--- config.mk ---
export PLATFORM = sky130hd
export DESIGN_NAME = sa_feeder
export DESIGN_NICKNAME = d
export VERILOG_FILES = /design/src/rtl/sa_pkg.sv /design/src/rtl/sa_operand_buf.sv /design/src/rtl/sa_feeder.sv
export SDC_FILE = /design/constraint.sdc
export NUM_CORES = 1
export LEC_CHECK = 0
export CAP_MARGIN = 20
export CORE_AREA = 2 2 293 295
export CTS_BUF_LIST = sky130_fd_sc_hd__clkbuf_16
export DETAILED_ROUTE_END_ITERATION = 7
export DIE_AREA = 0 0 295 297
export PLACE_DENSITY_LB_ADDON = 0.08
export RECOVER_POWER = 100
export SLEW_MARGIN = 20
export SYNTH_ARGS = -nofsm -noshare
export SYNTH_HDL_FRONTEND = slang
export SYNTH_SLANG_ARGS = --single-unit
--- constraint.sdc ---
create_clock -name clk -period 4 [get_ports clk]
set_clock_uncertainty 0.05 [all_clocks]
set_input_delay 0.8 -clock clk [delete_from_list [all_inputs] [get_ports clk]]
set_output_delay 0.8 -clock clk [all_outputs]
set_load 0.05 [all_outputs]
--- src/rtl/sa_pkg.sv ---
// sa_pkg: shared definitions for the systolic-array operand feeder.
//   sa_state_e  : feeder FSM state encoding
//   SEL_X/SEL_W : wr_sel values selecting the X or W operand buffer
//   DRAIN_SLACK : extra cycles added to the M+N+K drain watchdog budget
package sa_pkg;

  typedef enum logic [2:0] {
    ST_IDLE   = 3'd0,
    ST_CLEAR  = 3'd1,
    ST_STREAM = 3'd2,
    ST_DRAIN  = 3'd3,
    ST_DONE   = 3'd4
  } sa_state_e;

  localparam logic SEL_X = 1'b0;
  localparam logic SEL_W = 1'b1;

  localparam int DRAIN_SLACK = 4;

endpackage

--- src/rtl/sa_operand_buf.sv ---
// sa_operand_buf: single-write-port operand store with a combinational
// full-vector read. Element for (lane l, index i) lives at
// l*LANE_STRIDE + i*IDX_STRIDE, so one module serves both the row-major
// X buffer (lane = row m, index = column n) and the W buffer
// (lane = column k, index = row n).
// Ports:
//   clk      in  clock (storage is not reset)
//   wr_en    in  write strobe
//   wr_addr  in  element address; addresses >= DEPTH are dropped
//   wr_data  in  element value
//   rd_idx   in  reduction index selecting the vector
//   rd_vec   out LANES elements, lane l in bits [l*WIDTH +: WIDTH]
module sa_operand_buf #(
  parameter int DEPTH       = 15,
  parameter int WIDTH       = 32,
  parameter int LANES       = 5,
  parameter int LANE_STRIDE = 3,
  parameter int IDX_STRIDE  = 1,
  parameter int AW          = 4,
  parameter int IW          = 2
) (
  input  logic                   clk,
  input  logic                   wr_en,
  input  logic [AW-1:0]          wr_addr,
  input  logic [WIDTH-1:0]       wr_data,
  input  logic [IW-1:0]          rd_idx,
  output logic [LANES*WIDTH-1:0] rd_vec
);

  logic [WIDTH-1:0] mem [DEPTH];

  always_ff @(posedge clk) begin
    if (wr_en && ({1'b0, wr_addr} < (AW+1)'(DEPTH))) begin
      mem[wr_addr] <= wr_data;
    end
  end

  always_comb begin
    rd_vec = '0;
    for (int l = 0; l < LANES; l++) begin
      rd_vec[l*WIDTH +: WIDTH] = mem[AW'(l*LANE_STRIDE) + AW'(IDX_STRIDE) * AW'(rd_idx)];
    end
  end

endmodule

--- src/rtl/sa_feeder.sv ---
// sa_feeder: buffers one X (M x N) and one W (N x K) operand matrix and
// sequences a matmul pass into the downstream systolic array: a one-cycle
// array clear, N unskewed operand vectors, then a wait for sa_done before
// pulsing done_pulse.
// Optional build macro SA_FEEDER_TIMEOUT_EN adds a drain watchdog that
// pulses err and abandons the pass when sa_done does not arrive within
// M+N+K+DRAIN_SLACK drain cycles; without it err is tied low.
// Ports:
//   clk, rst_n  clock, asynchronous active-low reset
//   wr_en/wr_sel/wr_addr/wr_data  buffer write port (IDLE only)
//                X(m,n) at m*N+n, W(n,k) at n*K+k
//   start       begin a pass (ignored unless IDLE)
//   busy        high from accepted start until back in IDLE
//   done_pulse  one-cycle result-valid pulse
//   err         one-cycle drain-timeout pulse
//   sa_rst_n    active-low clear to the array
//   sa_x        lane m = X(m,n)
//   sa_w        lane k = W(n,k)
//   sa_done     completion from the array (only honoured in DRAIN)
module sa_feeder
  import sa_pkg::*;
#(
  parameter int  M          = 5,
  parameter int  N          = 3,
  parameter int  K          = 4,
  parameter int  DATA_WIDTH = 32,
  localparam int AW         = $clog2((M*N > N*K) ? M*N : N*K)
) (
  input  logic                    clk,
  input  logic                    rst_n,
  input  logic                    wr_en,
  input  logic                    wr_sel,
  input  logic [AW-1:0]           wr_addr,
  input  logic [DATA_WIDTH-1:0]   wr_data,
  input  logic                    start,
  output logic                    busy,
  output logic                    done_pulse,
  output logic                    err,
  output logic                    sa_rst_n,
  output logic [DATA_WIDTH*M-1:0] sa_x,
  output logic [DATA_WIDTH*K-1:0] sa_w,
  input  logic                    sa_done
);

  localparam int NW = $clog2(N+1);

  sa_state_e               state_q, state_d;
  logic [NW-1:0]           n_q, n_d;
  logic                    busy_q, busy_d;
  logic                    done_q, done_d;
  logic                    sa_rst_n_q, sa_rst_n_d;
  logic [DATA_WIDTH*M-1:0] sa_x_q, sa_x_d, x_vec;
  logic [DATA_WIDTH*K-1:0] sa_w_q, sa_w_d, w_vec;
  logic                    wr_ok;

`ifdef SA_FEEDER_TIMEOUT_EN
  localparam int WD_LIMIT = M + N + K + DRAIN_SLACK;
  localparam int WDW      = $clog2(WD_LIMIT+1);
  logic [WDW-1:0] wd_q, wd_d;
  logic           err_q, err_d;
`endif

  // Writes only land while idle; a write coincident with start still lands
  // and is read back during STREAM two cycles later.
  assign wr_ok = wr_en && (state_q == ST_IDLE);

  sa_operand_buf #(
    .DEPTH(M*N), .WIDTH(DATA_WIDTH), .LANES(M),
    .LANE_STRIDE(N), .IDX_STRIDE(1), .AW(AW), .IW(NW)
  ) u_xbuf (
    .clk(clk), .wr_en(wr_ok && (wr_sel == SEL_X)), .wr_addr(wr_addr),
    .wr_data(wr_data), .rd_idx(n_q), .rd_vec(x_vec)
  );

  sa_operand_buf #(
    .DEPTH(N*K), .WIDTH(DATA_WIDTH), .LANES(K),
    .LANE_STRIDE(1), .IDX_STRIDE(K), .AW(AW), .IW(NW)
  ) u_wbuf (
    .clk(clk), .wr_en(wr_ok && (wr_sel == SEL_W)), .wr_addr(wr_addr),
    .wr_data(wr_data), .rd_idx(n_q), .rd_vec(w_vec)
  );

  always_comb begin
    state_d    = state_q;
    n_d        = n_q;
    busy_d     = busy_q;
    done_d     = 1'b0;
    sa_rst_n_d = 1'b1;
    sa_x_d     = '0;
    sa_w_d     = '0;
`ifdef SA_FEEDER_TIMEOUT_EN
    wd_d       = wd_q;
    err_d      = 1'b0;
`endif
    unique case (state_q)
      ST_IDLE: begin
        busy_d = 1'b0;
        if (start) begin
          state_d = ST_CLEAR;
          busy_d  = 1'b1;
        end
      end
      ST_CLEAR: begin
        sa_rst_n_d = 1'b0;
        n_d        = '0;
        state_d    = ST_STREAM;
`ifdef SA_FEEDER_TIMEOUT_EN
        wd_d       = '0;
`endif
      end
      ST_STREAM: begin
        sa_x_d = x_vec;
        sa_w_d = w_vec;
        // Leave on the last column so the counter never wraps in STREAM.
        if (n_q == NW'(N-1)) begin
          n_d     = '0;
          state_d = ST_DRAIN;
        end else begin
          n_d = n_q + NW'(1);
        end
      end
      ST_DRAIN: begin
        if (sa_done) begin
          done_d  = 1'b1;
          state_d = ST_DONE;
        end
`ifdef SA_FEEDER_TIMEOUT_EN
        // Timeout reuses DONE as the one-cycle busy tail, but with err
        // raised instead of done_pulse.
        else if (wd_q == WDW'(WD_LIMIT-1)) begin
          err_d   = 1'b1;
          state_d = ST_DONE;
        end else begin
          wd_d = wd_q + WDW'(1);
        end
`endif
      end
      ST_DONE: begin
        busy_d  = 1'b0;
        state_d = ST_IDLE;
      end
      default: begin
        busy_d  = 1'b0;
        state_d = ST_IDLE;
      end
    endcase
  end

  always_ff @(posedge clk or negedge rst_n) begin
    if (!rst_n) begin
      state_q    <= ST_IDLE;
      n_q        <= '0;
      busy_q     <= 1'b0;
      done_q     <= 1'b0;
      sa_rst_n_q <= 1'b0;
      sa_x_q     <= '0;
      sa_w_q     <= '0;
`ifdef SA_FEEDER_TIMEOUT_EN
      wd_q       <= '0;
      err_q      <= 1'b0;
`endif
    end else begin
      state_q    <= state_d;
      n_q        <= n_d;
      busy_q     <= busy_d;
      done_q     <= done_d;
      sa_rst_n_q <= sa_rst_n_d;
      sa_x_q     <= sa_x_d;
      sa_w_q     <= sa_w_d;
`ifdef SA_FEEDER_TIMEOUT_EN
      wd_q       <= wd_d;
      err_q      <= err_d;
`endif
    end
  end

  assign busy       = busy_q;
  assign done_pulse = done_q;
  assign sa_rst_n   = sa_rst_n_q;
  assign sa_x       = sa_x_q;
  assign sa_w       = sa_w_q;
`ifdef SA_FEEDER_TIMEOUT_EN
  assign err        = err_q;
`else
  assign err        = 1'b0;
`endif

endmodule

==> impl_metrics.csv <==
group,metric,value,unit
yosys,ys_ff_latch,1160,
setup_path,path_delay_family,"buffers and inverters",
cts,numCtsBuffers,116,
cts,cts_tree,"yes",
setup_path,crit_required,4460,ps
floorplan,core-area,84480,um^2
floorplan,die_y,297,um
final_layout,drive_above_1_share,19.38,%
power_and_ir_drop,power_frac_seq,37.1,%
placed_design,gp_congestion,0.7952,
outcome,violations,"max-capacitance violations, max-slew violations",
power_and_ir_drop,netSwitchingPower,15150,uW
yosys,synth_edf_count,864,
cts,cts_setup_buffers,0,
setup_path,cp_cell_sequence,"buf_6 -> mux4_2 -> and2_0",
yosys,synth_nets,2450,
global_route,antenna_found_initial,8,
yosys,synth_top_cell_by_area,"edfxtp_1",
cts,clk_latency,670,ps
yosys,synthCells,2403,
route,drtIter0Drc,2204,
power_and_ir_drop,p_sw_share,37.48,%
setup_path,cp_slowest_cell,"buf_6",
timing,worst_slew_margin_rel,-76.82,%
final_layout,layout.nets,2844,
setup_path,end_kind,"register",
cts,clockBufferDepth,3,
cts,cts.sinks,1160,
setup_path,path_class,"reg -> reg",
yosys,synth.area.top_cells,"edfxtp_1 59%, dfrtp_1 17%, mux4_2 8.3%",
global_route,grt_pass1_wl,158.3,mm
min_path,whs_path_depth,2,
timing,rsz0062_at_grt,"no",
timing,period_share,82.67,%
cts,cts_hold_buf,0,
route,wl,109.4,mm
timing,maxSlewViolCount,1221,
yosys,yosys-top-cells-count,"864 x edfxtp_1, 357 x nand2_1, 296 x dfrtp_1",
route,drc,0,
floorplan,std_cell_rows,107,
timing,hold_viol_final,0,
setup_path,cp_num_buf_inv,1,
final_layout,fin_cells,4045,
timing,setup_tns,0,ps
timing,tightest_slew,2652,ps
job,cap_violations,34,
power_and_ir_drop,peakVddDrop,0.8448,mV
yosys,synthDominantCellAreaShare,59.47,%
final_layout,area_growth,19.01,%
setup_path,cp.depth,3,
route,vias,23170,
power_and_ir_drop,power_leakage,0.01909,uW
power_and_ir_drop,p_int,25260,uW
power_and_ir_drop,p_per_area,778.3,nW/um^2
yosys,synth_warnings,0,
final_layout,fillers,6158,
min_path,hold_class,"reg -> reg",
cts,root_buffer,"clkbuf_16",
setup_path,r2r_cells,3,
setup_path,crit_path_max_incr_delay,1260,ps
floorplan,die_area,87620,um^2
global_route,grt_max_degree,161,
global_route,grt_pass1_vias,23910,
global_route,grt.total_usage,25.07,%
yosys,ys.flop_type,"edfxtp_1",
yosys,syn_area_per_cell,18.15,um^2
route,drtPass1Iterations,6,
floorplan,dieWidth,295,um
timing,holdWs,465.6,ps
cts,path_clk_slew,60,ps
yosys,yosys.cell_count.top_type,"edfxtp_1",
yosys,synthArstFlopShare,25.52,%
setup_path,crit_arrival,3760,ps
cts,htree_levels,3,
power_and_ir_drop,clock_power_share,25.0,%
placed_design,placed_cells,3823,
global_route,grt_overflow,0,
placed_design,port_buffers,332,
placed_design,dp_hpwl,64.01,mm
route,antenna_left,0,
route,wl_per_cell,27.06,um
timing,fmax,302.4,MHz
floorplan,io_pins,334,
route,via_per_inst,5.729,
outcome,outcome,"complete, but fails checks",
setup_path,start_kind,"register",
yosys,yosysSeqAreaShare,76.45,%
yosys,ys_types,37,
yosys,synth_area,43630,um^2
timing,setup_viol_count_final,0,
cts,cts_resized,0,
setup_path,path_max_fanout,160,
power_and_ir_drop,p_comb_share,37.9,%
timing,period_needed,3307,ps
floorplan,start_util,51.64,%
## metal layers
metal	vias up	routed length, um	track usage, %	share of wire, %
met5	-	34	0	0.031
met4	6	3411	8.795	3.1
met3	152	8948	5.357	8.2
met2	939	53630	40.36	49
met1	12150	43430	34.15	40
li1	9922	-	-	-
## stage by stage
step / worst slack [ps] / power, uW / util [%] / area, um^2
CTS: 980.5 / 41340 / 61.88 / 52280
global route: 408.5 / 42020 / 61.46 / 51920
detailed placement: 606.7 / 31240 / 57.64 / 48690
floorplan: 720.9 / 25900 / - / 43640
global placement: 671.8 / 31170 / 57.62 / 48680
finish: 693.2 / 40410 / 61.46 / 51920
## layout make-up
type | count | area, um^2 | share of cell area (%)
flip-flops and latches | 1160 | 33360 | 64.25
multi-input cells | 1097 | 9628 | 18.54
repair buffers | 420 | 3900 | 7.512
clock buffers | 121 | 3028 | 5.832
well taps | 1144 | 1431 | 2.757
clock inverters | 100 | 558.0 | 1.075
inverters | 2 | 12.51 | 0.02410
diodes | 1 | 2.502 | 0.004820
## state kept, by name, indices dropped and copies added (netlist names)
register / flops
u_xbuf.mem: 480
u_wbuf.mem: 384
sa_x: 160
sa_w: 128
state_q: 3
n_q: 2
busy: 1
done_pulse: 1
sa_rst_n: 1
## kinds of logic (layout without fill, tap and decap cells)
kind of cell,Yosys count,after routing,synth area share (%)
buffers and inverters,146,643,1.858
AOI/OAI and AO/OA,262,262,3.668
DFF,1160,1160,76.45
other,1,2,0.008596
adders and majority gates,5,5,0.1434
muxes,353,353,13.15
and+or+nand+nor,476,476,4.724
## power by group through the flow
| stage | registers, uW | logic (uW) | clock network [uW] |
|---|---|---|---|
| 2_1_floorplan | 19600 | 6260 | 0 |
| 3_3_place_gp | 15300 | 15900 | 0 |
| 3_5_place_dp | 15300 | 15900 | 0 |
| 4_1_cts | 15100 | 16000 | 10300 |
| 5_1_grt | 15200 | 16100 | 10800 |
| 6_report | 15000 | 15300 | 10100 |
## placed cells by master (no fill, tap or decap), types with 38 or more instances in the layout
| cell type | netlist | layout |
|---|---|---|
| edfxtp_1 | 864 | 864 |
| nand2_1 | 357 | 357 |
| dlygate4sd3_1 | 0 | 321 |
| dfrtp_1 | 296 | 294 |
| a21oi_1 | 152 | 162 |
| mux4_2 | 160 | 160 |
| mux2_2 | 160 | 156 |
| clkbuf_16 | 0 | 121 |
| a22o_1 | 66 | 66 |
| and2_0 | 1 | 40 |
| inv_1 | 1 | 38 |
## worst reg2reg max path: cells and delay by family (launching register included)
kind | cells | cell delay (ps)
buffers and inverters | 1 | 1270
multiplexers | 1 | 820
flip-flops | 1 | 760
AND/OR/NAND/NOR | 1 | 250
## worst paths after layout
check	start	to	slack, ps
worst max-delay path	n_q[0]	sa_x[65]	690
worst min-delay path	u_wbuf.mem[8][17]	sa_w[17]	470
worst max register to register	n_q[0]	sa_x[65]	690
worst min register to register	u_wbuf.mem[8][17]	sa_w[17]	470
max in group asynchronous	rst_n	n_q[1]	1100
min in group asynchronous	rst_n	sa_x[17]	910
Power figures use the tool's default switching activity.
